[src/rtl/ram_read_splitter.sv]
// ram_read_splitter: splits 64-bit ring-buffer reads into four 16-bit FWFT lane FIFOs, issuing reads only with credit.
// Define RAM_READ_SPLITTER_LEVEL_EN to expose per-lane fill counts on lane_level.
module ram_read_splitter #(
  parameter int DEPTH  = 8,
  parameter int RD_LAT = 2
) (
  input  logic        clk,
  input  logic        reset,
  input  logic [63:0] rdata,
  input  logic        r_o_ready,
  output logic        r_o_vaild,
  output logic [63:0] lane_data,
  output logic [3:0]  lane_valid,
  input  logic [3:0]  lane_ready
`ifdef RAM_READ_SPLITTER_LEVEL_EN
  ,
  output logic [4*($clog2(DEPTH)+1)-1:0] lane_level
`endif
);
  localparam int AW = $clog2(DEPTH);
  localparam int CW = AW + 1;
  logic [RD_LAT-1:0] pipe;
  logic [15:0]       mem [4][DEPTH];
  logic [AW-1:0]     wp [4];
  logic [AW-1:0]     rp [4];
  logic [CW-1:0]     cnt [4];
  logic [31:0]       inflight;
  logic [3:0]        pop;
  logic              accept;
  logic              capture;
  assign accept  = r_o_vaild & r_o_ready;
  assign capture = pipe[RD_LAT-1];
  always_comb begin
    inflight = '0;
    for (int i = 0; i < RD_LAT; i++) inflight = inflight + 32'(pipe[i]);
  end
  // every outstanding read must already have a reserved slot in every lane
  always_comb begin
    r_o_vaild = 1'b1;
    for (int k = 0; k < 4; k++)
      r_o_vaild = (32'(DEPTH) - 32'(cnt[k]) > inflight) ? r_o_vaild : 1'b0;
  end
  always_comb begin
    lane_valid = '0;
    lane_data  = '0;
    pop        = '0;
    for (int k = 0; k < 4; k++) begin
      lane_valid[k]       = cnt[k] != '0;
      lane_data[16*k+:16] = lane_valid[k] ? mem[k][rp[k]] : 16'h0;
      pop[k]              = lane_valid[k] & lane_ready[k];
    end
  end
`ifdef RAM_READ_SPLITTER_LEVEL_EN
  always_comb begin
    lane_level = '0;
    for (int k = 0; k < 4; k++) lane_level[CW*k+:CW] = cnt[k];
  end
`endif
  always_ff @(posedge clk or negedge reset) begin
    if (!reset) begin
      pipe <= '0;
    end else begin
      pipe[0] <= accept;
      for (int i = 1; i < RD_LAT; i++) pipe[i] <= pipe[i-1];
    end
  end
  always_ff @(posedge clk or negedge reset) begin
    if (!reset) begin
      for (int k = 0; k < 4; k++) begin
        wp[k]  <= '0;
        rp[k]  <= '0;
        cnt[k] <= '0;
      end
    end else begin
      for (int k = 0; k < 4; k++) begin
        wp[k]  <= capture ? wp[k] + AW'(1) : wp[k];
        rp[k]  <= pop[k] ? rp[k] + AW'(1) : rp[k];
        cnt[k] <= cnt[k] + CW'(capture) - CW'(pop[k]);
      end
    end
  end
  // storage is never reset; lane_valid masks stale contents
  always_ff @(posedge clk) begin
    if (capture)
      for (int k = 0; k < 4; k++) mem[k][wp[k]] <= rdata[16*k+:16];
  end
endmodule

[config.mk]
export PLATFORM = sky130hd
export DESIGN_NAME = ram_read_splitter
export DESIGN_NICKNAME = d
export VERILOG_FILES = /design/src/rtl/ram_read_splitter.sv
export SDC_FILE = /design/constraint.sdc
export NUM_CORES = 1
export LEC_CHECK = 0
export ABC_CLOCK_PERIOD_IN_PS = 5400
export BUFFER_PORTS_ARGS = -buffer_cell sky130_fd_sc_hd__buf_2
export CAP_MARGIN = 20
export CORE_UTILIZATION = 60
export DETAILED_ROUTE_END_ITERATION = 8
export PLACE_DENSITY = 0.79
export SYNTH_ARGS = -nofsm -noshare
export SYNTH_HDL_FRONTEND = slang
export SYNTH_SLANG_ARGS = --single-unit
[constraint.sdc]
create_clock -name clk -period 5.4 [get_ports clk]
set_input_delay 0.27 -clock clk [delete_from_list [all_inputs] [get_ports clk]]
set_output_delay 0.27 -clock clk [all_outputs]
set_load 0.02 [all_outputs]
Word-level counts from Yosys, hierarchy flattened

Memories as Yosys holds them, arrays and structs flattened.
Cells that the tools add are included.

Bits in registers: 42
RAM bits: 512
Input port bits: 71
Output and inout bits: 69
Logic and storage cells: 105
Memories kept: 1

Memory list:

| name | words | width | read ports | clocked after memory_dff | wr ports | line | RTL |
|---|---|---|---|---|---|---|---|
| mem  | 4     | 128   | 4          | 0                        | 4        | 23   | `logic [15:0] mem [4][DEPTH];` |

$add $sub $neg: 21
$lt $le $gt $ge: 16
Muxes and demuxes: 33
Bitwise operators: 13
Reduce and logical (&&, ||, !) cells: 8

Operator list:

| operator              | number |
|---|---|
| $mux W128             | 4 |
| $mux W16              | 16 |
| $bmux W16 S3          | 4 |
| $demux W16 S3         | 4 |
| $gt A32 B2 Y1         | 4 |
| $ge A4 B4 Y1 const B  | 8 |
| $not A3 Y4            | 8 |
| $add A3 B1 Y3 const B | 8 |
| $sub A4 B4 Y5 const A | 4 |
| $add A4 B1 Y4         | 4 |
| $lt A4 B1 Y1 const B  | 4 |
| $reduce_bool A4 Y1    | 4 |
| $sub A4 B1 Y4         | 4 |
| $and A1 B1 Y1         | 5 |
| $mux W1               | 5 |
| $logic_and A1 B1 Y1   | 4 |
| $add A1 B1 Y2         | 1 |

Depth between registers and ports, before layout

Gate-level depths: netlist of the first run.

Word-level depth: 7
Depth in mapped cells: 14
Gate-level depth less buffers: 13

Worst setup path after synthesis of the first run

No wires, ideal clock.

Path type: reg-to-reg
Start point: register pipe[1]
End point: memory mem[0][100] (netlist bit), enable pin
Library setup time: 0.409 ns
Data arrival time: 2.107 ns
Required time: 4.991 ns
Path slack: 2.884 ns
Stages on the path, launching flop included: 4
Buffers on the path: 1
Period minus slack after synthesis: 2.516 ns
Path through: dfrtp_1 > clkbuf_1 > nand2_1 > nor3_1

RTL lines:

| item                   | line | RTL |
|---|---|---|
| start, declared        | 22   | `logic [RD_LAT-1:0] pipe;` |
| start signal, assigned | 61   | `pipe <= '0;` |
| end, declared          | 23   |  |

Worst setup path after layout of the first run

Start point: register pipe[1]
End point: output r_o_vaild

Cells in the longest elaborated chain, start to end: 6
Elaborated cells between the ends (all ways): 9
Those cells by class: add/sub: 1; order compare: 4; mux: 4

Ends and longest elaborated chain:

| item                 | line | RTL |
|---|---|---|
| $add A1 B1 Y2 *      | 35   | `for (int i = 0; i < RD_LAT; i++) inflight = inflight + 32'(pipe[i]);` |
| $gt A32 B2 Y1        | 41   | `r_o_vaild = (32'(DEPTH) - 32'(cnt[k]) > inflight) ? r_o_vaild : 1'b0;` |
| $mux W1 (3 in a row) | 41   |  |
| $mux W1 *            | 41   |  |
| end, declared        | 11   | `output logic r_o_vaild,` |

Mark *: on every way between the ends. The rest lies on a longest branch, timed or not.

==> run_results.csv, run 1 <==
group,metric,value,unit
grt,grt_pass1_vias,11460,
drt,vias,10868,
critical_path,rr_worst_depth,12,
clock_tree,cts.reportedPaths.clkPinSlew,0.06,ns
clock_tree,cts_tree,"done",
synth,yosysUniqueCellTypes,30,
clock_tree,clockBufferDepth,3,
place,place_congestion,0.7604,
power_and_ir_drop,p_sw,0.004794,W
critical_path,start_kind,"register",
synth,synth_compound_area_frac,0.005143,
grt,grt_max_degree,43,
clock_tree,post_cts_buffers,0,
power_and_ir_drop,p_int,0.009707,W
critical_path,rrSetupSlack,2.29,ns
place,placed_cells,1704,
synth,ys_warn_count,0,
floorplanning,ioPinCount,140,
sta,worst_pin_slew,1.136,ns
run_status,status,"complete, no violations",
drt,wirelength,41080,um
critical_path,r2r_start,"cnt[5]$_DFF_PN0_",
critical_path,crit_path_end_kind,"output port",
sta,tns,0,ns
sta,timing.final.crit_period,3.366,ns
layout,antenna_cells,0,
critical_path,critPathKind,"register to output port",
place,post-place-ws,2.362,ns
power_and_ir_drop,clock_power_share,0.245,
critical_path,arrival,3.10,ns
worst_hold_path,min-delay-path-class,"input pin to register",
layout,drive_above_1_share,0.2845,
critical_path,cp_common_cell,"ha_1",
drt,drc,0,
power_and_ir_drop,powerDensity,558.9,mW/mm2
layout,fin_area,0.02594,mm2
clock_tree,cts_sinks,554,
synth,synth_area,0.02238,mm2
clock_tree,h-tree-depth,2,
floorplanning,rows,70,
power_and_ir_drop,swShare,0.3306,
floorplanning,design.die.area,0.03808,mm2
drt,ant_nets,0,
layout,instances_no_fill,1867,
power_and_ir_drop,power_frac_seq,0.414,
critical_path,critPathMaxFanout,26,
synth,syn_avg_cell_area,20.20,um2
critical_path,critical_path.top_delay_family,"simple AND/OR/NAND/NOR gates",
drt,via_per_inst,5.821,
critical_path,cp.required,5.13,ns
sta,rsz0062_at_grt,"false",
sta,fin_crit_sh,0.6234,
grt,grt-ovfl-total,0,
power_and_ir_drop,finalPower,0.01450,W
flow_run,maxCapViolCount,0,
sta,finClkSkew,0.008232,ns
floorplanning,die_h,195.1,um
drt,firstDrtPassIters,5,
layout,fin_nets,1480,
sta,setup_viol,0,
synth,synthMuxAreaShare,0.1641,
synth,syn_nets,1229,
critical_path,cp_cell_sequence,"buf_4, ha_1, ha_1, nor3_1, a21oi_1, nor2_1, a311oi_1, nor4_1, buf_2",
critical_path,cp.depth,9,
clock_tree,insertion_delay,0.58,ns
synth,ys_seq_area_frac,0.7339,
grt,grtUsageTotal,0.2232,
layout,areaGrowthSynthToFinish,15.93,%
clock_tree,clock_tree.root_cell,"clkbuf_16",
critical_path,cp-startpoint,"pipe[1]$_DFF_PN0_",
place,hpwl,24050,um
critical_path,max_stage_delay,0.51,ns
synth,synth_top_family_by_area,"multiplexers",
grt,grt_pass1_wl,63890,um
critical_path,path_buf_inv,2,
critical_path,crit_end,"r_o_vaild",
sta,max_freq,297.1,MHz
place,placed_area,0.02359,mm2
clock_tree,cts_buffers,53,
synth,synthXorXnorAreaFrac,0.009784,
sta,fin_ws,2.034,ns
power_and_ir_drop,pwr-share-comb,0.341,
drt,wire_per_inst,22.00,um
critical_path,worst_r2r_endpoint,"cnt[6]$_DFF_PN0_",
synth,yosys.area_share.simple,0.03159,
floorplanning,core-area,0.03670,mm2
synth,synthAdderAreaFrac,0.02930,
floorplanning,initial_core_util,0.6099,
place,numPortBuffers,139,
grt,grt_antenna_before_repair,0,
sta,drv_slew,0,
sta,maxSlewHeadroom,0.2425,
power_and_ir_drop,p_leak,9.237,nW
floorplanning,die_w,195.1,um
sta,hold_viol,0,
power_and_ir_drop,peakVddDrop,0.0003213,V
synth,synth_cells,1108,
synth,ys_ff_latch,554,
critical_path,slowest_stage,"nor4_1",
drt,drt_iter0_drc,652,
## layout make-up
type | count | area (um2)
flip-flops and latches | 554 | 16430
fillers | 2201 | 10750
inverters | 43 | 161.4
repair buffers | 246 | 1669
clock buffers | 65 | 1421
multi-input cells | 461 | 5416
well taps | 468 | 585.6
clock inverters | 30 | 257.7
## state kept, by name, indices dropped and copies added (netlist names)
signal and count:
rp 12, cnt 16, pipe 2, mem 512, wp 12
## power groups by stage
| stage | clock, W | combinational (W) | sequential, W |
|---|---|---|---|
| floorplan | 0 | 0.00401 | 0.00572 |
| global placement | 0 | 0.00485 | 0.00605 |
| detailed placement | 0 | 0.00495 | 0.00610 |
| CTS | 0.00365 | 0.00502 | 0.00602 |
| global route | 0.00379 | 0.00539 | 0.00608 |
| finish | 0.00356 | 0.00494 | 0.00600 |
## worst min-delay path by stage
| stage | start | to | cells past startpoint |
|---|---|---|---|
| after detailed placement | reset | rp[5]$_DFFE_PN0P_ | 2 |
| after global placement | reset | rp[5]$_DFFE_PN0P_ | 2 |
| after global routing | lane_ready[2] | rp[3]$_DFFE_PN0P_ | 3 |
| final | lane_ready[3] | rp[0]$_DFFE_PN0P_ | 3 |
| after floorplan | reset | cnt[0]$_DFF_PN0_ | 0 |
| after CTS | lane_ready[2] | rp[3]$_DFFE_PN0P_ | 3 |
## cell usage after synthesis
cell type / n / area, um2
a21oi_1: 7 / 35.03
a311oi_1: 3 / 26.28
a31oi_1: 4 / 25.02
and2_1: 4 / 25.02
and3_1: 1 / 6.260
and3b_1: 1 / 8.760
buf_12: 8 / 160.2
buf_2: 24 / 120.1
buf_6: 4 / 45.04
buf_8: 4 / 60.06
clkbuf_1: 10 / 37.54
dfrtp_1: 42 / 1051
edfxtp_1: 512 / 15370
fa_1: 4 / 80.08
ha_1: 46 / 575.6
inv_1: 43 / 161.4
mux2_2: 8 / 90.09
mux2i_1: 67 / 670.6
mux4_1: 8 / 210.2
mux4_2: 120 / 2703
nand2_1: 24 / 90.09
nand2b_1: 13 / 81.33
nor2_1: 99 / 371.6
nor2b_1: 3 / 18.77
nor3_1: 11 / 55.05
nor4_1: 8 / 50.05
o21ai_0: 4 / 20.02
o41ai_1: 1 / 8.760
xnor2_1: 13 / 113.9
xor2_1: 12 / 105.1
## layout by cell type, fill, tap and decap left out, drive strengths merged, types with 4 or more instances in the layout
cell type	instances
buf	178
and2	4
xnor2	13
clkbuf	65
mux2	8
dfrtp	42
ha	46
inv	45
nor3	11
nor2	99
xor2	12
a21oi	7
bufinv	4
a31oi	4
mux2i	67
nand2	24
clkinvlp	5
fa	4
mux4	128
dlygate4sd3	68
o21ai	4
clkinv	19
nand2b	13
edfxtp	512
nor4	8
## metrics by stage
stage / utilization / hold WS (ns)
finish: 0.7070 / 0.04845
global route: 0.7070 / 0.04519
CTS: 0.7070 / 0.01545
detailed placement: 0.6427 / 0.3844
global placement: 0.6427 / 0.3864
floorplan: - / -0.02559
## cells by family after synthesis
family	count (synthesis)
mux	203
simple gates	164
xor+xnor	25
compound gates	19
flops	554
fa+ha+maj	50
buf+inv	93
## layer usage
layer	share of wire	up-vias	global-route usage	wire [um]
li1	-	4899	-	-
met1	0.42	5623	0.3068	17170
met2	0.51	277	0.3712	21060
met3	0.047	69	0.03523	1927
met4	0.022	0	0.07262	923
met5	0	-	0	0
## worst register-to-register path: stages (launching register included)
cell and delay [ns]:
dfrtp_1 0.42, inv_1 0.13, ha_1 0.20, and2_1 0.67
inv_1 0.18, nand2_1 0.19, inv_1 0.10, ha_1 0.29
inv_1 0.06, ha_1 0.16, inv_1 0.06, fa_1 0.38
xor2_1 0.17
## repair_timing
action / in CTS / in global routing
hold buffers: 68 / 0
hold endpoints to repair: 557 / 0
resized for setup: 0 / 0
Note: power is estimated with default switching activity, not from simulation.
==> run 2: changes to the inputs <==
- ABC_AREA: unset -> 1
- ABC_CLOCK_PERIOD_IN_PS: 5400 -> 2920
- CORE_UTILIZATION: 60 -> 55
- PLACE_DENSITY: 0.79 -> 0.76
- clock period: 5.4 -> 2.92 ns (I/O delays scaled with it)
==> run_results.csv, run 2 <==
group,metric,value,unit
run_status,status,"finished, violations left",
run_status,violations,"design-rule violations",
layout,final_common_cell,"edfxtp_1",
clock_tree,cts.reportedPaths.clkPinSlew,0.06,ns
power_and_ir_drop,peakVddDrop,0.0007936,V
sta,timing.final.crit_period,2.746,ns
floorplanning,ioPinCount,140,
layout,seqCellArea,0.01644,mm2
critical_path,crit_path_end_kind,"output port",
drt,via_per_inst,5.564,
grt,grt-ovfl-total,0,
critical_path,r2r_start,"cnt[13]$_DFF_PN0_",
sta,tns,0,ns
flow_run,maxCapViolCount,0,
synth,ys_seq_area_frac,0.7101,
layout,final_util,0.6480,
floorplanning,initial_core_util,0.5614,
critical_path,start_kind,"register",
synth,synthXorXnorAreaFrac,0.008708,
floorplanning,die_w,207.1,um
layout,multi_input_area,0.005737,mm2
clock_tree,insertion_delay,0.60,ns
synth,synth_cells,1793,
synth,synth_area,0.02313,mm2
sta,maxSlewHeadroom,0.4916,
synth,synth.most_common_cell,"edfxtp_1",
clock_tree,clock_tree.root_cell,"clkbuf_16",
power_and_ir_drop,p_sw,0.01071,W
drt,firstDrtPassIters,9,
synth,synth_top_area_frac,0.6646,
synth,yosys.area.top_type,"edfxtp_1",
layout,drive_above_1_share,0.1562,
floorplanning,die_h,207.1,um
critical_path,critPathKind,"register to output port",
power_and_ir_drop,powerDensity,1053,mW/mm2
synth,ys.flop_type,"edfxtp_1",
grt,grtUsageTotal,0.2255,
sta,fin_crit_sh,0.9403,
sta,max_freq,364.2,MHz
critical_path,worst_r2r_endpoint,"cnt[14]$_DFF_PN0_",
place,placed_cells,2425,
sta,rsz0062_at_grt,"false",
place,numPortBuffers,139,
grt,grt_pass1_wl,76150,um
critical_path,critPathMaxFanout,65,
floorplanning,rows,74,
drt,drc,3,
synth,synthTopCellsByArea,"edfxtp_1 (66%), nor2_1 (6.5%), o21ai_0 (4.8%), dfrtp_1 (4.5%), mux2i_1 (2.8%)",
clock_tree,clockBufferDepth,3,
synth,yosys.area_share.simple,0.09390,
synth,synth_compound_area_frac,0.08936,
place,place_congestion,0.7700,
critical_path,cp.required,2.77,ns
power_and_ir_drop,clock_power_share,0.236,
floorplanning,design.die.area,0.04288,mm2
synth,syn_avg_cell_area,12.90,um2
layout,areaGrowthSynthToFinish,15.41,%
power_and_ir_drop,p_int,0.01741,W
clock_tree,h-tree-depth,2,
worst_hold_path,min-delay-path-class,"input pin to async pin",
critical_path,arrival,2.60,ns
clock_tree,post_cts_buffers,0,
clock_tree,cts_buffers,54,
critical_path,rr_worst_depth,11,
layout,fin_nets,2141,
synth,synthMuxAreaShare,0.02769,
synth,synth_top_family_by_area,"simple AND/OR/NAND/NOR gates",
sta,worst_pin_slew,0.7626,ns
synth,synthAdderAreaFrac,0.02834,
grt,grt_max_degree,66,
drt,vias,14433,
synth,ys_ff_latch,554,
drt,drt_iter0_drc,1184,
clock_tree,cts_tree,"done",
drt,ant_nets,0,
clock_tree,cts_sinks,554,
sta,drv_slew,0,
grt,grt_antenna_before_repair,0,
synth,ys_warn_count,0,
floorplanning,core-area,0.04120,mm2
layout,instances_no_fill,2594,
synth,yosys-top-cells-count,"edfxtp_1 (512), nor2_1 (402), o21ai_0 (224)",
power_and_ir_drop,power_frac_seq,0.378,
layout,num-fill-cells,2963,
synth,synth_edf_count,512,
sta,hold_viol,0,
sta,finClkSkew,0.02127,ns
power_and_ir_drop,swShare,0.3809,
layout,final_cell_mix,"edfxtp_1 (512), nor2_1 (402), o21ai_0 (224), buf_2 (139), o21ai_1 (102)",
place,hpwl,26300,um
sta,setup_viol,0,
synth,yosysUniqueCellTypes,27,
synth,syn_nets,1914,
layout,antenna_cells,0,
critical_path,rrSetupSlack,0.70,ns
power_and_ir_drop,pwr-share-comb,0.385,
synth,async_flop_share,0.07581,
grt,grt_pass1_vias,14404,
power_and_ir_drop,p_leak,9.777,nW
power_and_ir_drop,finalPower,0.02811,W
drt,wire_per_inst,18.40,um
layout,largest_reg_flops,512,
drt,wirelength,47730,um
-- run 2: cell types whose count changed after synthesis, moves of 16 or more --
cell	change
nor2_2	+36
o21ai_1	+102
nor2_1	+303
nand2_1	+68
buf_2	+17
buf_6	+16
mux4_2	-120
inv_1	+18
o22ai_1	+64
o21ai_0	+220
-- run 2: how the worst max path moves through the flow --
stage | startpoint | to | slack [ns] | cells past startpoint
2_1_floorplan | cnt[13]$_DFF_PN0_ | cnt[14]$_DFF_PN0_ | 0.77 | 11
3_3_place_gp | pipe[1]$_DFF_PN0_ | r_o_vaild | 0.76 | 9
3_5_place_dp | cnt[9]$_DFF_PN0_ | cnt[10]$_DFF_PN0_ | 0.70 | 11
4_1_cts | pipe[1]$_DFF_PN0_ | r_o_vaild | 0.09 | 9
5_1_grt | rp[6]$_DFFE_PN0P_ | lane_data[30] | 0.02 | 8
6_report | rp[6]$_DFFE_PN0P_ | lane_data[30] | 0.17 | 6
-- run 2: cells by family (layout without fill, tap and decap cells) --
group,count (synthesis),count (layout)
buf+inv,159,428
compound gates,397,397
flops,554,554
fa+ha+maj,50,50
mux,64,64
simple gates,546,546
xor+xnor,23,23
-- run 2: routing by layer --
metal	GRT usage	share of wire
met4	0.07874	0.023
met3	0.03381	0.061
met5	0	0
met1	0.2925	0.41
met2	0.3889	0.50
-- run 2: through the flow --
stage	cell area [um2]	setup WS [ns]	hold slack, ns
global route	26700	0.01742	0.1733
detailed placement	24280	0.6989	0.3718
finish	26700	0.1743	0.1705
CTS	26660	0.09276	0.3125
floorplan	23130	0.7656	-0.1496
global placement	24280	0.7621	0.3679
-- run 2: critical path, stage by stage, from the launching register on --
cell and delay, ns:
dfrtp_2 0.39, buf_4 0.61, o21ai_0 0.28, o22ai_1 0.24, nor2_1 0.06, nor2_1 0.18
buf_2 0.21
-- run 2: repair_timing --
| item | 4_1_cts | 5_1_grt |
|---|---|---|
| endpoints found under the setup margin | 0 | 2 |
| gates resized for setup | 0 | 3 |
| endpoints found under the hold margin | 563 | 0 |
| hold buffers | 70 | 0 |
-- run 2: area by class of cell --
cell class | instances | share of cell area
flip-flops and latches | 554 | 0.6157
inverters | 65 | 0.009701
repair buffers | 265 | 0.07161
clock inverters | 29 | 0.008530
well taps | 532 | 0.02493
clock buffers | 69 | 0.05465
multi-input cells | 1080 | 0.2149
-- run 2: power groups by stage --
stage / Combinational, W / Sequential [W] / Clock [W]
floorplan: 0.00825 / 0.0105 / 0
global placement: 0.0104 / 0.0107 / 0
detailed placement: 0.0108 / 0.0108 / 0
CTS: 0.0109 / 0.0106 / 0.00675
global route: 0.0121 / 0.0108 / 0.00705
finish: 0.0108 / 0.0106 / 0.00665
==> run 3: changes to the inputs <==
- ABC_AREA: 1 -> 0
- GPL_ROUTABILITY_DRIVEN: unset -> 0
==> run_results.csv, run 3 (synthesis results as in run 1) <==
group,metric,value,unit
floorplanning,die_w,203.7,um
floorplanning,ioPinCount,140,
power_and_ir_drop,swShare,0.3280,
critical_path,rrSetupSlack,0.59,ns
layout,multi_input_area,0.005444,mm2
clock_tree,clock_tree.root_cell,"clkbuf_16",
layout,largest_reg_flops,512,
grt,grt_antenna_before_repair,0,
critical_path,arrival,2.66,ns
layout,final_cell_mix,"edfxtp_1 (512), buf_2 (138), mux4_2 (120), nor2_1 (99), dlygate4sd3_1 (70)",
sta,fin_crit_sh,0.9609,
layout,fin_area,0.02645,mm2
sta,hold_viol,0,
sta,setup_viol,0,
critical_path,critPathMaxFanout,4,
grt,grtUsageTotal,0.2083,
drt,ant_nets,0,
critical_path,r2r_start,"cnt[1]$_DFF_PN0_",
critical_path,cp.required,2.77,ns
critical_path,critPathKind,"register to output port",
drt,drt_iter0_drc,584,
power_and_ir_drop,p_int,0.01853,W
clock_tree,cts_buffers,56,
layout,final_util,0.6626,
place,placed_area,0.02391,mm2
clock_tree,insertion_delay,0.60,ns
clock_tree,cts_sinks,554,
floorplanning,die_h,203.7,um
grt,grt_pass1_vias,11646,
flow_run,maxCapViolCount,0,
clock_tree,cts.reportedPaths.clkPinSlew,0.06,ns
power_and_ir_drop,pwr-share-comb,0.358,
run_status,status,"complete, no violations",
place,hpwl,24890,um
drt,drc,0,
drt,wirelength,41900,um
grt,grt_max_degree,43,
drt,wire_per_inst,21.35,um
clock_tree,post_cts_buffers,0,
sta,drv_slew,0,
layout,areaGrowthSynthToFinish,18.18,%
power_and_ir_drop,powerDensity,1043,mW/mm2
floorplanning,design.die.area,0.04150,mm2
drt,firstDrtPassIters,5,
layout,antenna_cells,0,
layout,seqCellArea,0.01643,mm2
grt,grt_pass1_wl,64810,um
floorplanning,core-area,0.03991,mm2
sta,timing.final.crit_period,2.806,ns
clock_tree,clockBufferDepth,3,
sta,worst_pin_slew,0.9604,ns
power_and_ir_drop,p_leak,9.473,nW
critical_path,start_kind,"register",
critical_path,slowest_stage,"dfrtp_1",
power_and_ir_drop,p_sw,0.009045,W
sta,max_freq,356.4,MHz
critical_path,worst_r2r_endpoint,"cnt[2]$_DFF_PN0_",
layout,num-fill-cells,2559,
clock_tree,h-tree-depth,2,
critical_path,cp_cell_sequence,"ha_4, ha_1, nor3_1, a21oi_1, nor2_1, a311oi_2, nor4_1, buf_4, clkbuf_4",
place,post-place-ws,0.5860,ns
grt,grt-ovfl-total,0,
layout,fin_nets,1515,
critical_path,rr_worst_depth,11,
sta,maxSlewHeadroom,0.3597,
critical_path,critical_path.top_delay_family,"simple AND/OR/NAND/NOR gates",
critical_path,crit_path_end_kind,"output port",
place,numPortBuffers,139,
sta,whs,0.3175,ns
critical_path,max_stage_delay,0.43,ns
drt,via_per_inst,5.554,
layout,drive_above_1_share,0.3004,
power_and_ir_drop,power_frac_seq,0.390,
clock_tree,cts_tree,"done",
floorplanning,rows,73,
critical_path,path_buf_inv,2,
floorplanning,initial_core_util,0.5607,
worst_hold_path,min-delay-path-class,"input pin to async pin",
power_and_ir_drop,peakVddDrop,0.0007471,V
drt,vias,10903,
sta,fin_ws,0.1142,ns
layout,final_common_cell,"edfxtp_1",
sta,finClkSkew,0.01409,ns
power_and_ir_drop,clock_power_share,0.252,
[run 3: metrics by stage]
stage | power [W] | TNS, ns | instances
floorplan | 0.01798 | 0 | 1108
global placement | 0.02045 | 0 | 1791
detailed placement | 0.02076 | 0 | 1791
CTS | 0.02782 | 0 | 1963
global route | 0.02905 | -0.001332 | 1963
finish | 0.02758 | 0 | 1963
[run 3: worst max path at each step]
stage | slack (ns) | end | depth (start not counted) | from
floorplan | 0.40 | mem[0][100]$_DFFE_PP_ | 3 | pipe[1]$_DFF_PN0_
global placement | 0.64 | cnt[14]$_DFF_PN0_ | 12 | cnt[13]$_DFF_PN0_
detailed placement | 0.59 | cnt[2]$_DFF_PN0_ | 11 | cnt[1]$_DFF_PN0_
CTS | 0.02 | r_o_vaild | 9 | pipe[0]$_DFF_PN0_
global route | -0.001 | r_o_vaild | 9 | pipe[0]$_DFF_PN0_
finish | 0.11 | r_o_vaild | 9 | pipe[0]$_DFF_PN0_
[run 3: repair_timing]
item                                    4_1_cts  5_1_grt
hold buffers                                 70        0
gates resized for setup                       0        7
hold endpoints to repair                    565        0
endpoints found under the setup margin        0        1
[run 3: layout make-up]
cell class,count,area share
flip-flops and latches,554,0.6213
well taps,525,0.02484
multi-input cells,461,0.2058
clock inverters,31,0.01088
repair buffers,278,0.07404
inverters,43,0.006103
clock buffers,71,0.05705
[run 3: power groups by stage]
| stage | registers [W] | clock network [W] | logic [W] |
|---|---|---|---|
| finish | 0.0108 | 0.00695 | 0.00986 |
| global route | 0.0109 | 0.00738 | 0.0108 |
| CTS | 0.0108 | 0.00710 | 0.00995 |
| detailed placement | 0.0109 | 0 | 0.00983 |
| global placement | 0.0108 | 0 | 0.00961 |
| floorplan | 0.0106 | 0 | 0.00741 |
[run 3: per-layer routing]
layer  vias to the layer above  wire length [um]  GRT usage  share of wire
li1                       4960                 -          -              -
met1                      5618             17790     0.2819           0.42
met2                       260             21200     0.3468           0.51
met3                        65              2000    0.03468          0.048
met4                         0               914    0.06847          0.022
met5                         -                 0          0              0
